### src/rtl/ysyx_22050854_axi_pkg.sv
// Shared AXI read-path types and constants:
// FSM encoding, burst type codes, default ARIDs.
package ysyx_22050854_axi_pkg;

  typedef enum logic [1:0] {
    ST_IDLE = 2'd0,
    ST_ADDR = 2'd1,
    ST_R    = 2'd2
  } ar_state_e;

  localparam logic [1:0] INCR = 2'b01;

  localparam logic [3:0] ARID_IFU_DEF = 4'h0;
  localparam logic [3:0] ARID_LSU_DEF = 4'h1;

endpackage

### src/rtl/ysyx_22050854_rr_arb2.sv
// Two-way round-robin grant: req in, gnt index out.
// last_g updates only when the grant is taken.
module ysyx_22050854_rr_arb2 (
  input  logic       clock,
  input  logic       reset,
  input  logic [1:0] req,
  input  logic       take,
  output logic       gnt
);

  logic last_g;

  // Contended: favour whoever did not win last.
  always_comb begin
    gnt = req[1];
    if (req == 2'b11) gnt = ~last_g;
  end

  // Reset to 1 so the ICache wins the first contest.
  always_ff @(posedge clock) begin
    if (reset) last_g <= 1'b1;
    else if (take) last_g <= gnt;
  end

endmodule

### src/rtl/ysyx_22050854_axi_rd_arbiter.sv
// 2:1 AXI4 read arbiter (ICache=0, DCache=1) onto io_master AR/R.
// Whole-burst grants, registered AR, R beats steered to owner.
module ysyx_22050854_axi_rd_arbiter
  import ysyx_22050854_axi_pkg::*;
#(
  parameter logic [3:0] ARID_IFU = ARID_IFU_DEF,
  parameter logic [3:0] ARID_LSU = ARID_LSU_DEF
) (
  input  logic        clock,
  input  logic        reset,
  input  logic [1:0]  s_arvalid,
  output logic [1:0]  s_arready,
  input  logic [63:0] s_araddr,
  input  logic [15:0] s_arlen,
  input  logic [5:0]  s_arsize,
  input  logic [3:0]  s_arburst,
  output logic [1:0]  s_rvalid,
  input  logic [1:0]  s_rready,
  output logic [63:0] s_rdata,
  output logic [1:0]  s_rresp,
  output logic        s_rlast,
  output logic        m_arvalid,
  input  logic        m_arready,
  output logic [31:0] m_araddr,
  output logic [7:0]  m_arlen,
  output logic [2:0]  m_arsize,
  output logic [1:0]  m_arburst,
  output logic [3:0]  m_arid,
  input  logic        m_rvalid,
  output logic        m_rready,
  input  logic [3:0]  m_rid,
  input  logic [63:0] m_rdata,
  input  logic [1:0]  m_rresp,
  input  logic        m_rlast
);

  ar_state_e state, state_n;
  logic      g, g_q, take;
  logic      unused_rid;

  assign unused_rid = ^m_rid;
  assign take = (state == ST_IDLE) && (|s_arvalid);

  ysyx_22050854_rr_arb2 u_arb (
    .clock (clock),
    .reset (reset),
    .req   (s_arvalid),
    .take  (take),
    .gnt   (g)
  );

  always_ff @(posedge clock) begin
    if (reset) begin
      state     <= ST_IDLE;
      g_q       <= 1'b0;
      m_araddr  <= '0;
      m_arlen   <= '0;
      m_arsize  <= '0;
      m_arburst <= '0;
    end else begin
      state <= state_n;
      if (take) begin
        g_q       <= g;
        m_araddr  <= g ? s_araddr[63:32] : s_araddr[31:0];
        m_arlen   <= g ? s_arlen[15:8]   : s_arlen[7:0];
        m_arsize  <= g ? s_arsize[5:3]   : s_arsize[2:0];
        m_arburst <= g ? s_arburst[3:2]  : s_arburst[1:0];
      end
    end
  end

  always_comb begin
    state_n   = state;
    s_arready = '0;
    s_rvalid  = '0;
    m_rready  = 1'b0;
    m_arvalid = 1'b0;
    unique case (state)
      ST_IDLE: begin
        if (|s_arvalid) begin
          s_arready[g] = 1'b1;
          state_n      = ST_ADDR;
        end
      end
      ST_ADDR: begin
        m_arvalid = 1'b1;
        if (m_arready) state_n = ST_R;
      end
      ST_R: begin
        s_rvalid[g_q] = m_rvalid;
        m_rready      = s_rready[g_q];
        if (m_rvalid && s_rready[g_q] && m_rlast)
          state_n = ST_IDLE;
      end
      default: state_n = ST_IDLE;
    endcase
  end

  assign m_arid  = g_q ? ARID_LSU : ARID_IFU;
  assign s_rdata = m_rdata;
  assign s_rresp = m_rresp;
  assign s_rlast = m_rlast;

endmodule

### config.mk
export PLATFORM = sky130hd
export DESIGN_NAME = ysyx_22050854_axi_rd_arbiter
export DESIGN_NICKNAME = d
export VERILOG_FILES = /design/src/rtl/ysyx_22050854_axi_pkg.sv /design/src/rtl/ysyx_22050854_rr_arb2.sv /design/src/rtl/ysyx_22050854_axi_rd_arbiter.sv
export SDC_FILE = /design/constraint.sdc
export NUM_CORES = 1
export LEC_CHECK = 0
export CORE_AREA = 2 2 114 116
export CTS_CLUSTER_SIZE = 30
export DETAILED_ROUTE_END_ITERATION = 10
export DIE_AREA = 0 0 116 118
export PLACE_DENSITY = 0.69
export REMOVE_ABC_BUFFERS = 1
export SLEW_MARGIN = 0
export SYNTH_ARGS = -nofsm -noshare
export SYNTH_HDL_FRONTEND = slang
export SYNTH_SLANG_ARGS = --single-unit
### constraint.sdc
create_clock -name clock -period 1.6 [get_ports clock]
set_input_delay 0.16 -clock clock [delete_from_list [all_inputs] [get_ports clock]]
set_output_delay 0.16 -clock clock [all_outputs]
set_load 0.005 [all_outputs]
# Word level (Yosys, flattened, before mapping)
# Cells that the tools add are included.
word_totals:
  regBits: 49
  input_bits: 169
  elab_cells: 48
op_classes:
  magnitude_cmp: 4
  eq_ne: 6
  n_mux: 21
  n_bitwise: 2
  n_reduce_logical: 8
ops:
  columns: ["op", "count"]
  rows:
  - ["32-bit two-way mux", 1]
  - ["2-bit two-way mux", 7]
  - ["1-bit two-way mux", 8]
  - ["8-bit two-way mux", 1]
  - ["2-bit case mux with 3 select lines", 1]
  - ["1-bit logical AND", 5]
  - ["2-bit equality test, second input constant", 2]
  - ["1-bit by 2-bit less-than comparator with 1-bit output, second input constant", 2]
  - ["2-bit inequality test, second input constant", 2]
  - ["3-bit two-way mux", 1]
  - ["3-bit AND reduction", 1]
  - ["2-bit bitwise AND", 1]
  - ["1-bit demux with 1-bit select", 2]
  - ["2-bit by 1-bit equality test with 1-bit output, second input constant", 1]
  - ["1-bit >= comparator, second input constant", 2]
  - ["2-bit logical NOT", 1]
  - ["2-bit by 1-bit inequality test with 1-bit output, second input constant", 1]
  - ["2-bit OR reduction", 1]
  - ["1-bit NOT", 1]

# Longest topological paths before layout
logic_depth:
  ltp_word: 8
  depth_mapped: 5

# Cells and area by module
# A second synthesis with hierarchy kept.
unflattened:
  hier_cells: 304
  area_unflattened_um2: 3231.8
modules_own_cells:
  columns: ["mod", "n_inst", "cells_each", "area_each_um2", "seq_area_each_um2"]
  rows:
  - ["ysyx_22050854_axi_rd_arbiter", 1, 300, 3189.3, 960.9]
  - ["ysyx_22050854_rr_arb2", 1, 4, 42.5, 20.0]

# Worst setup path before layout
# Ideal clock, no wire load.
synth_timing:
  kind: "register to register"
  start: "register state[0]"
  end: "register m_araddr[0]"
  setup_time_ns: 0.133
  arrival_ns: 1.215
  path_slack_ns: 0.252
  path_stages_with_launch: 6
  synth_period_minus_slack_ns: 1.348
  path_cell_list: "dfxtp_1 or2_1 buf_2 nor2_2 buf_4 a311oi_1"
synth_between:
  elab_chain_len: 2
synth_rtl:
  columns: ["element", "line", "rtl"]
  rows:
  - ["from (decl)", "ysyx_22050854_axi_rd_arbiter.sv:37", "ar_state_e state, state_n;"]
  - ["from (signal assigned)", "ysyx_22050854_axi_rd_arbiter.sv:61", "state <= state_n;"]
  - ["2-bit logical NOT", "ysyx_22050854_axi_rd_arbiter.sv:42", "assign take = (state == ST_IDLE) && (|s_arvalid);"]
  - ["1-bit logical AND", "ysyx_22050854_axi_rd_arbiter.sv:42", null]
  - ["to (signal assigned)", "ysyx_22050854_axi_rd_arbiter.sv:64", "m_araddr <= g ? s_araddr[63:32] : s_araddr[31:0];"]
  - ["to (decl)", "ysyx_22050854_axi_rd_arbiter.sv:24", "output logic [31:0] m_araddr,"]
# Every way passes these cells.
# A chain may end at the register's enable or synchronous reset.

# Worst setup path in the final report
layout_timing:
  start: "register state[0]"
  end: "output m_arvalid"
layout_between:
  elab_chain_len: 2
layout_rtl:
  columns: ["element", "line", "rtl"]
  rows:
  - ["2-bit by 1-bit equality test with 1-bit output", "ysyx_22050854_axi_rd_arbiter.sv:78", "unique case (state)"]
  - ["1-bit two-way mux", "ysyx_22050854_axi_rd_arbiter.sv:78", null]
  - ["to (decl)", "ysyx_22050854_axi_rd_arbiter.sv:22", "output logic m_arvalid,"]
# Every way passes these cells.

==> qor.yml <==
synth:
  yosysSeqAreaShare: 0.349
  ys_types: 24
  async_flop_share: 0
  synth_common_cells: "74 x buf_4, 49 x dfxtp_1, 43 x nand2_1, 28 x o21ai_0"
  synth_top_cell_area_share: 0.349
  ys.flop_type: "dfxtp_1"
  ys_ff_latch: 49
  yosysTopAreaCell: "dfxtp_1"
  yosysMostFrequentCell: "buf_4"
  postSynthCellCount: 362
  yosysWarnings: 0
  synth_edf_count: 0
  synth.area.top_cells: "dfxtp_1 35%, buf_4 20%, a311oi_1 5.9%"
  avgSynthCellArea_um2: 7.77
  synth_area_um2: 2810
placed_design:
  port_buffers: 151
  gp_congestion: 0.843
  dp_hpwl_mm: 13.4
  dp_slack_ps: -250
routing:
  drc: 0
  drt_wl_total_mm: 16.1
  vias: 3040
  dr.pass1.iters: 4
  wl_per_cell_um: 26.4
  ant_nets: 0
  routed_via_density: 4.98
  drt_iter0_drc: 272
worst_setup_path:
  rrSetupSlack_ps: 150
  reg2reg_depth: 4
  critPathKind: "reg2out"
  worstPathRequired_ps: 1440
  worst_setup_path_start_kind: "register"
  worstPathArrival_ps: 1360
  r2r_start: "state[0]"
  end_kind: "output port"
  crit_fanout: 4
  critPathLaunch: "state[0]"
timing:
  hold_violations: 0
  slew_headroom: 0.663
  slew_violations: 0
  clock.fmax_ghz: 0.658
  finalSetupViolCount: 0
  hold_slack_ps: 320
  finalCritPeriodShare: 0.950
  min_period_ps: 1520
  grt_setup_unrepaired: "false"
  skew_ps: 3.23
  max_slew.worst_pin.slew_ps: 506
  setup_ws_ps: 79.8
run_status:
  status: "finished, final reports clean"
floorplan:
  core_um2: 12400
  io_pins: 291
  fp.dieH_um: 118
  die_w_um: 116
  start_util: 0.227
  die_area_um2: 13700
  rows: 41
min_path:
  hold_path_depth: 0
  hp-class: "in2out"
  hold_start: "m_rdata[15]"
power_and_ir_drop:
  p_total_mw: 3.65
  power_leakage_nw: 1.54
  p_per_area_nw_per_um2: 855
  irDropWorstVdd_v: 0.000411
final_layout:
  syn2layout_area_growth_pct: 51.5
  drive_above_1_share: 0.0868
  diodes: 0
  layout.nets: 607
global_routing:
  grt_max_degree: 39
  grt_pass1_vias: 2921
  grt_antenna_before_repair: 0
  grt_pass1_wl_mm: 21.5
  grt_overflow: 0
  globalRouteTotalUtil: 0.223
clock_tree:
  cts_tree: "built"
  htreeDepth: 2
  clk_latency_ps: 280
  cts_buffers: 5
  clock_path_buffers: 2
  cts.sinks: 49
  holdBufCountCts: 0
  clk_pin_slew_ps: 60
  root_buffer: "clkbuf_16"
job:
  max_cap_viol_count: 0
[layer usage]
metal  GRT usage  vias to the layer above  part of all wire
met2       0.354                      293              0.45
li1            -                     1377                 -
met5           0                        -                 0
met3       0.252                       12              0.25
met1       0.190                     1358              0.29
met4      0.0357                        0             0.014
[critical path, cell delays in order (launching register included)]
cell and delay, ps:
dfxtp_2 400, nor2b_4 180, clkdlybuf4s50_1 500
[state kept, by name, indices dropped and copies added, names as in the netlist]
| signal | flops |
|---|---|
| m_arsize | 3 |
| m_arburst | 2 |
| state | 2 |
| m_arlen | 8 |
| u_arb.last_g | 1 |
| g_q | 1 |
| m_araddr | 32 |
[report_power, final]
| group | internal [mW] | switching, mW | total [mW] |
|---|---|---|---|
| Clock | 0.615 | 0.437 | 1.05 |
| Sequential | 1.36 | 0.0856 | 1.44 |
| Combinational | 0.662 | 0.487 | 1.15 |
| Total | 2.64 | 1.01 | 3.65 |
[worst paths after layout]
path                                     end
worst max register to register  m_araddr[22]
worst max-delay path               m_arvalid
worst min-delay path             s_rdata[15]
worst min register to register  m_araddr[23]
[cells in the final DEF, fill, tap and decap left out, types with 2 or more instances in the layout]
cell	n
clkdlybuf4s50_1	143
dfxtp_1	46
nand2_1	43
o21ai_0	28
nand3_1	26
nand4_1	26
a31oi_1	26
a21oi_1	22
a311oi_1	19
buf_4	14
dlygate4sd2_1	6
buf_12	6
clkbuf_16	5
conb_1	3
nor2b_4	2
nor2_1	2
nand2b_1	2
nor2_2	2
dfxtp_2	2
[logic make-up after synthesis]
| kind of cell | count (synthesis) | share of synthesized area |
|---|---|---|
| other cells | 1 | 0.00133 |
| flops | 49 | 0.349 |
| simple gates | 108 | 0.189 |
| mux | 1 | 0.00356 |
| buf+inv | 105 | 0.243 |
| compound gates | 98 | 0.215 |
[what timing repair did]
| action | in CTS | in global routing |
|---|---|---|
| resized for setup | 13 | 2 |
| endpoints found under the setup margin | 6 | 2 |
| pin swaps | 2 | 0 |
| endpoints found under the hold margin | 0 | 0 |
| buffers inserted | 3 | 0 |
[cell type report]
cell class              instances  area [um2]
repair buffers                171        1730
well taps                     172         215
flip-flops and latches         49         987
fillers                      1307        8150
multi-input cells             210        1190
clock buffers                   7         143
inverters                       1        3.75
[metrics by stage]
step	cells	utilization	cell area, um2	setup TNS [ps]
global route	610	0.343	4260	0
floorplan	260	-	2140	-37270
detailed placement	600	0.329	4080	-6560
CTS	610	0.343	4260	0
global placement	600	0.329	4080	-3990
finish	610	0.343	4260	0
(Power assumes the default switching activity.)
